File: config.mk
export PLATFORM = sky130hd
export DESIGN_NAME = hazard_control_unit
export DESIGN_NICKNAME = d
export VERILOG_FILES = /design/src/rtl/hazard_pkg.sv /design/src/rtl/hazard_control_unit_scoreboard.sv /design/src/rtl/hazard_control_unit.sv
export SDC_FILE = /design/constraint.sdc
export NUM_CORES = 1
export LEC_CHECK = 0
export CAP_MARGIN = 20
export CELL_PAD_IN_SITES_DETAIL_PLACEMENT = 0
export CELL_PAD_IN_SITES_GLOBAL_PLACEMENT = 1
export CORE_MARGIN = 4
export CORE_UTILIZATION = 35
export CTS_BUF_LIST = sky130_fd_sc_hd__clkbuf_8
export DETAILED_ROUTE_END_ITERATION = 12
export PLACE_DENSITY = 0.84
export SYNTH_ARGS = -nofsm -noshare
export SYNTH_HDL_FRONTEND = slang
export SYNTH_SLANG_ARGS = --single-unit
File: constraint.sdc
create_clock -name clk -period 4 [get_ports clk]
set_input_delay 1.2 -clock clk [delete_from_list [all_inputs] [get_ports clk]]
set_output_delay 1.2 -clock clk [all_outputs]
set_load 0.05 [all_outputs]
File: src/rtl/hazard_pkg.sv
// Shared types and constants for the hazard control unit.
package hazard_pkg;

  typedef enum logic {
    RUN   = 1'b0,
    FLUSH = 1'b1
  } state_t;

  localparam int          LAT_ALU_FWD  = 0;
  localparam int          LAT_LOAD_FWD = 1;
  localparam logic [4:0]  REG_ZERO     = 5'd0;

endpackage

File: src/rtl/hazard_control_unit_scoreboard.sv
// Per-register pending-write down-counters for registers 1..31 with two lookup ports.
module reg_scoreboard
  import hazard_pkg::*;
#(
  parameter int WB_LAT = 3,
  localparam int CW    = $clog2(WB_LAT + 1)
) (
  input  logic          clk,
  input  logic          rst,
  input  logic          load_en,
  input  logic [4:0]    load_idx,
  input  logic [CW-1:0] load_val,
  input  logic [4:0]    rd_idx_a,
  input  logic [4:0]    rd_idx_b,
  output logic          pend_a,
  output logic          pend_b
);

  logic [31:0] pend_vec_s;

  assign pend_vec_s[0] = 1'b0;

  for (genvar i = 1; i < 32; i++) begin : g_cnt
    logic [CW-1:0] cnt_r;

    // A fresh load wins over the decrement of the same counter.
    always_ff @(posedge clk or posedge rst) begin
      if (rst) begin
        cnt_r <= {CW{1'b0}};
      end else if (load_en && (load_idx == 5'(i))) begin
        cnt_r <= load_val;
      end else if (cnt_r != {CW{1'b0}}) begin
        cnt_r <= cnt_r - {{(CW-1){1'b0}}, 1'b1};
      end else begin
        cnt_r <= cnt_r;
      end
    end

    assign pend_vec_s[i] = |cnt_r;
  end

  assign pend_a = pend_vec_s[rd_idx_a];
  assign pend_b = pend_vec_s[rd_idx_b];

endmodule

File: src/rtl/hazard_control_unit.sv
// Decode-stage hazard control: scoreboard stalls, taken-branch flush/redirect, stall counter.
// Optional macro HAZARD_FORWARD_EN selects forwarding-aware write latencies.
module hazard_control_unit
  import hazard_pkg::*;
#(
  parameter int WB_LAT = 3,
  parameter int CNT_W  = 16
) (
  input  logic             clk,
  input  logic             rst,
  input  logic             id_valid,
  input  logic [4:0]       id_rs,
  input  logic [4:0]       id_rt,
  input  logic             id_use_rs,
  input  logic             id_use_rt,
  input  logic [4:0]       id_rd,
  input  logic             id_wr,
  input  logic             id_load,
  input  logic             br_taken,
  input  logic [31:0]      br_target,
  output logic             stall,
  output logic             if_flush,
  output logic             redirect_valid,
  output logic [31:0]      redirect_pc,
  output logic [CNT_W-1:0] stall_cnt
);

  localparam int CW = $clog2(WB_LAT + 1);

  state_t            state_r;
  state_t            state_next_s;
  logic              pend_rs_s;
  logic              pend_rt_s;
  logic              stall_s;
  logic              issue_s;
  logic              load_en_s;
  logic [CW-1:0]     lat_s;
  logic              if_flush_r;
  logic              redirect_valid_r;
  logic [31:0]       redirect_pc_r;
  logic [CNT_W-1:0]  stall_cnt_r;

  reg_scoreboard #(.WB_LAT(WB_LAT)) u_scoreboard (
    .clk      (clk),
    .rst      (rst),
    .load_en  (load_en_s),
    .load_idx (id_rd),
    .load_val (lat_s),
    .rd_idx_a (id_rs),
    .rd_idx_b (id_rt),
    .pend_a   (pend_rs_s),
    .pend_b   (pend_rt_s)
  );

`ifdef HAZARD_FORWARD_EN
  assign lat_s = id_load ? CW'(LAT_LOAD_FWD) : CW'(LAT_ALU_FWD);
`else
  logic unused_load_s;
  assign unused_load_s = id_load;
  assign lat_s = CW'(WB_LAT);
`endif

  // Stall on a pending source; decode input is ignored while flushing.
  always_comb begin
    stall_s = 1'b0;
    if (id_valid && (state_r == RUN)) begin
      stall_s = (id_use_rs & pend_rs_s) | (id_use_rt & pend_rt_s);
    end else begin
      stall_s = 1'b0;
    end
  end

  assign issue_s   = id_valid & ~stall_s & (state_r == RUN);
  assign load_en_s = issue_s & id_wr & (id_rd != REG_ZERO);

  // Next-state logic: a taken branch that issues opens one flush cycle.
  always_comb begin
    state_next_s = state_r;
    case (state_r)
      RUN: begin
        if (issue_s && br_taken) begin
          state_next_s = FLUSH;
        end else begin
          state_next_s = RUN;
        end
      end
      FLUSH:   state_next_s = RUN;
      default: state_next_s = RUN;
    endcase
  end

  // State register.
  always_ff @(posedge clk or posedge rst) begin
    if (rst) begin
      state_r <= RUN;
    end else begin
      state_r <= state_next_s;
    end
  end

  // Registered flush/redirect outputs and saturating stall counter.
  always_ff @(posedge clk or posedge rst) begin
    if (rst) begin
      if_flush_r       <= 1'b0;
      redirect_valid_r <= 1'b0;
      redirect_pc_r    <= 32'h0000_0000;
      stall_cnt_r      <= {CNT_W{1'b0}};
    end else begin
      if_flush_r       <= (state_next_s == FLUSH);
      redirect_valid_r <= (state_next_s == FLUSH);
      if ((state_r == RUN) && issue_s && br_taken) begin
        redirect_pc_r <= br_target;
      end else begin
        redirect_pc_r <= redirect_pc_r;
      end
      if (stall_s && (stall_cnt_r != {CNT_W{1'b1}})) begin
        stall_cnt_r <= stall_cnt_r + {{(CNT_W-1){1'b0}}, 1'b1};
      end else begin
        stall_cnt_r <= stall_cnt_r;
      end
    end
  end

  assign stall          = stall_s;
  assign if_flush       = if_flush_r;
  assign redirect_valid = redirect_valid_r;
  assign redirect_pc    = redirect_pc_r;
  assign stall_cnt      = stall_cnt_r;

endmodule
==> results.toml <==
[outcome]
result_of_the_run = "finished, violations left"
violated_checks = "setup timing"

[worst_hold_path]
worst_hold_path_type = "reg2reg"

[global_routing]
antenna_found_initial = 0
grt_first_pass_wirelength_mm = 22.0
grt-ovfl-total = 0
grt_pass1_vias = 4545
groute.usage.overall = 0.149
largest_net_degree_at_the_start_of_global_routing = 112

[final_layout]
finish.utilization = 0.464
design_area_sq_mm = 0.00745
drive_above_1_share = 0.156
finalNetCount = 736
num_antenna_cells = 0
post_layout_cell_count = 868
fillerInstances = 1480
area_growth_syn_to_fin_pct = 28.4

[sta]
unrepaired_setup_endpoints_after_global_routing = "true"
worst_slew_pin_slew_ns = 0.607
timing.slew.headroom = 0.596
timing.clock.skew_ns = 0.0176
fin_tns_setup_ns = -0.0310
layout_min_cycle_time_ns = 4.03
timing.final.ws_setup_ns = -0.0310
final_min_period_over_clock_period = 1.01
setup_viol = 1
timing_hold_violations_final = 0
clock.fmax_mhz = 248
fin_worst_hold_slack_ns = 0.492
final-max-slew-violation-count = 0

[floorplan]
chipWidth_microns = 137
start_util = 0.361
dieArea_sq_mm = 0.0187
ios = 106
placementRows = 46
floorplan.die.height_microns = 137
core_area_sq_mm = 0.0161

[placement]
globalplace.congestion = 0.841
place.detailed.instances = 852
placement.io_buffers = 104
place_worst_setup_slack_ns = -0.559
dp_hpwl_mm = 10.0
dpl-instance-area_sq_mm = 0.00719

[critical_path]
critical_path_buf_inv_count = 2
worst_ep_required_time_ns = 2.80
crit_path_start_kind = "primary input"
worst_path_largest_cell_delay_ns = 0.49
worst_path_max_delay_cell = "sky130_fd_sc_hd__mux4_2"
crit_type = "in2out"
worstPathArrival_ns = 2.83
critical_path.cell_chain = "buf_8, mux4_2, mux2_4, nand3b_1, o31ai_4, o22ai_4, and2_4, buf_12"
cp_max_fo = 3
endpoint_kind = "primary output"
critPathTopFamily = "multiplexers"

[yosys]
ys.flop_type = "sky130_fd_sc_hd__dfrtp_1"
simple_gate_portion_of_the_synthesized_area = 0.0884
number_of_instances_in_the_synthesized_netlist = 531
async_reset_ff_frac = 1.00
adder_and_majority_cell_fraction_of_the_synthesized_area = 0.0690
muxShareOfSynthArea = 0.121
mappedNetlistNets = 618
synth_top_family_by_area = "multiplexers"
post_synth_instance_area_sq_mm = 0.00580
synth.ff_latch_count = 111
synth.distinct_cells = 42
synth_area_per_cell_sq_um = 10.9
synth_xor_area_frac = 0.0694
synth_warnings = 0
synth_seq_area_share = 0.479
synth_compound_gate_area_share = 0.107
synth_edf_count = 0

[route]
num_vias = 4375
drtPass1Iterations = 4
ant_nets = 0
routedWlPerCell_microns = 15.7
detail_route.iter0.violations = 181
route.detailed.vias_per_inst = 5.04
drt_drc_violations_left = 0
total_routed_wirelength_mm = 13.6

[run]
maxCapViolations = 0

[power_and_ir_drop]
vdd.ir_drop.worst_mv = 0.432
cellPowerDensity_mw_per_mm2 = 782
total_power_mw = 5.83
static-leakage-power_nw = 3.39

[cts]
clkTransAtPathRegs_ns = 0.08
cts_hold_buf = 0
tritoncts = "done"
cts.sinks = 111
clock_latency_ns = 0.38
ctsRootBufferMaster = "sky130_fd_sc_hd__clkbuf_8"
clock_tree.htree_level_count = 3
clockBufferDepth = 2
number_of_buffers_added_by_the_clock_tree_synthesis_step = 9
[tightest hold or removal path, cell delays in order (launching register included)]
cell and delay (ns):
sky130_fd_sc_hd__dfrtp_1 0.35, sky130_fd_sc_hd__nand2_1 0.05, sky130_fd_sc_hd__o221ai_1 0.06
[final cells by class]
class,instances,area [sq um],share of cell area
clock buffers,10,138,0.0185
clock inverters,4,47.5,0.00638
inverters,68,259,0.0348
multi-input cells,332,2710,0.364
flip-flops and latches,111,2780,0.373
well taps,216,270,0.0363
repair buffers,127,1250,0.167
[synthesized netlist by cell type, drive strengths merged, types with 5 or more instances]
library cell / n / area [sq um]
xnor2: 15 / 131
dfrtp: 111 / 2780
o31ai: 5 / 37.5
mux2: 34 / 383
nand4: 10 / 62.6
nand3b: 5 / 37.5
inv: 68 / 255
o21ai: 47 / 235
a21oi: 23 / 115
o221ai: 11 / 96.3
nand2: 16 / 60.1
mux2i: 18 / 180
nor2: 24 / 90.1
buf: 16 / 115
ha: 32 / 400
and3: 10 / 62.6
mux4: 6 / 139
xor2: 31 / 272
nor2b: 5 / 31.3
nand3: 9 / 45.0
[power by group]
part | internal (mW) | leakage (nW) | total (mW) | switching (mW)
registers | 1.67 | 1.34 | 1.97 | 0.300
clock network | 0.298 | 0.0940 | 0.673 | 0.374
logic | 1.34 | 1.96 | 3.19 | 1.85
total | 3.31 | 3.39 | 5.83 | 2.52
[worst paths after layout]
path,start,to,slack [ns],cells past startpoint
setup / recovery,id_rt[0],stall,-0.03,8
hold / removal,u_scoreboard.g_cnt[18].cnt_r[1]$_DFFE_PP0P_,u_scoreboard.g_cnt[18].cnt_r[1]$_DFFE_PP0P_,0.49,2
setup reg to reg,u_scoreboard.g_cnt[10].cnt_r[0]$_DFFE_PP0P_,redirect_pc[19]$_DFFE_PP0P_,0.87,11
hold reg to reg,u_scoreboard.g_cnt[18].cnt_r[1]$_DFFE_PP0P_,u_scoreboard.g_cnt[18].cnt_r[1]$_DFFE_PP0P_,0.49,2
max in group asynchronous,rst,redirect_pc[21]$_DFFE_PP0P_,2.21,3
min in group asynchronous,rst,u_scoreboard.g_cnt[4].cnt_r[1]$_DFFE_PP0P_,1.32,3
[state kept, by name, indices dropped and copies added, names as in the netlist]
register,flops
redirect_valid,1
redirect_pc,32
u_scoreboard.g_cnt.cnt_r,62
stall_cnt,16
[logic make-up (layout without fill, tap and decap cells)]
kind of cell | after synthesis | in the layout
flip-flops | 111 | 111
AND/OR/NAND/NOR | 95 | 95
AO/OA/AOI/OAI | 101 | 101
adder cells (fa/ha/maj) | 32 | 32
multiplexers | 58 | 58
buffers and inverters | 88 | 209
XOR/XNOR | 46 | 46
[layout by cell type, fill, tap and decap left out, drive strengths merged, types with 6 or more instances in the layout]
cell and n:
dfrtp 111, clkdlybuf4s50 96, inv 67, o21ai 47, mux2 34, ha 32, xor2 31, buf 29
nor2 24, a21oi 23, mux2i 18, nand2 16, xnor2 15, o221ai 11, clkbuf 11, nand4 10
and3 10, nand3 9, mux4 6
[layer usage]
metal,track usage,routed length [microns]
met1,0.186,5840
met2,0.242,6550
met3,0.0632,1020
met4,0.0325,180
met5,0,0
[repair_timing]
action,4_1_cts,5_1_grt
buffers inserted,1,0
cloned,1,0
pin swaps,8,7
setup endpoints to repair,1,1
gates resized for setup,32,14
Power figures use the tool's default switching activity.
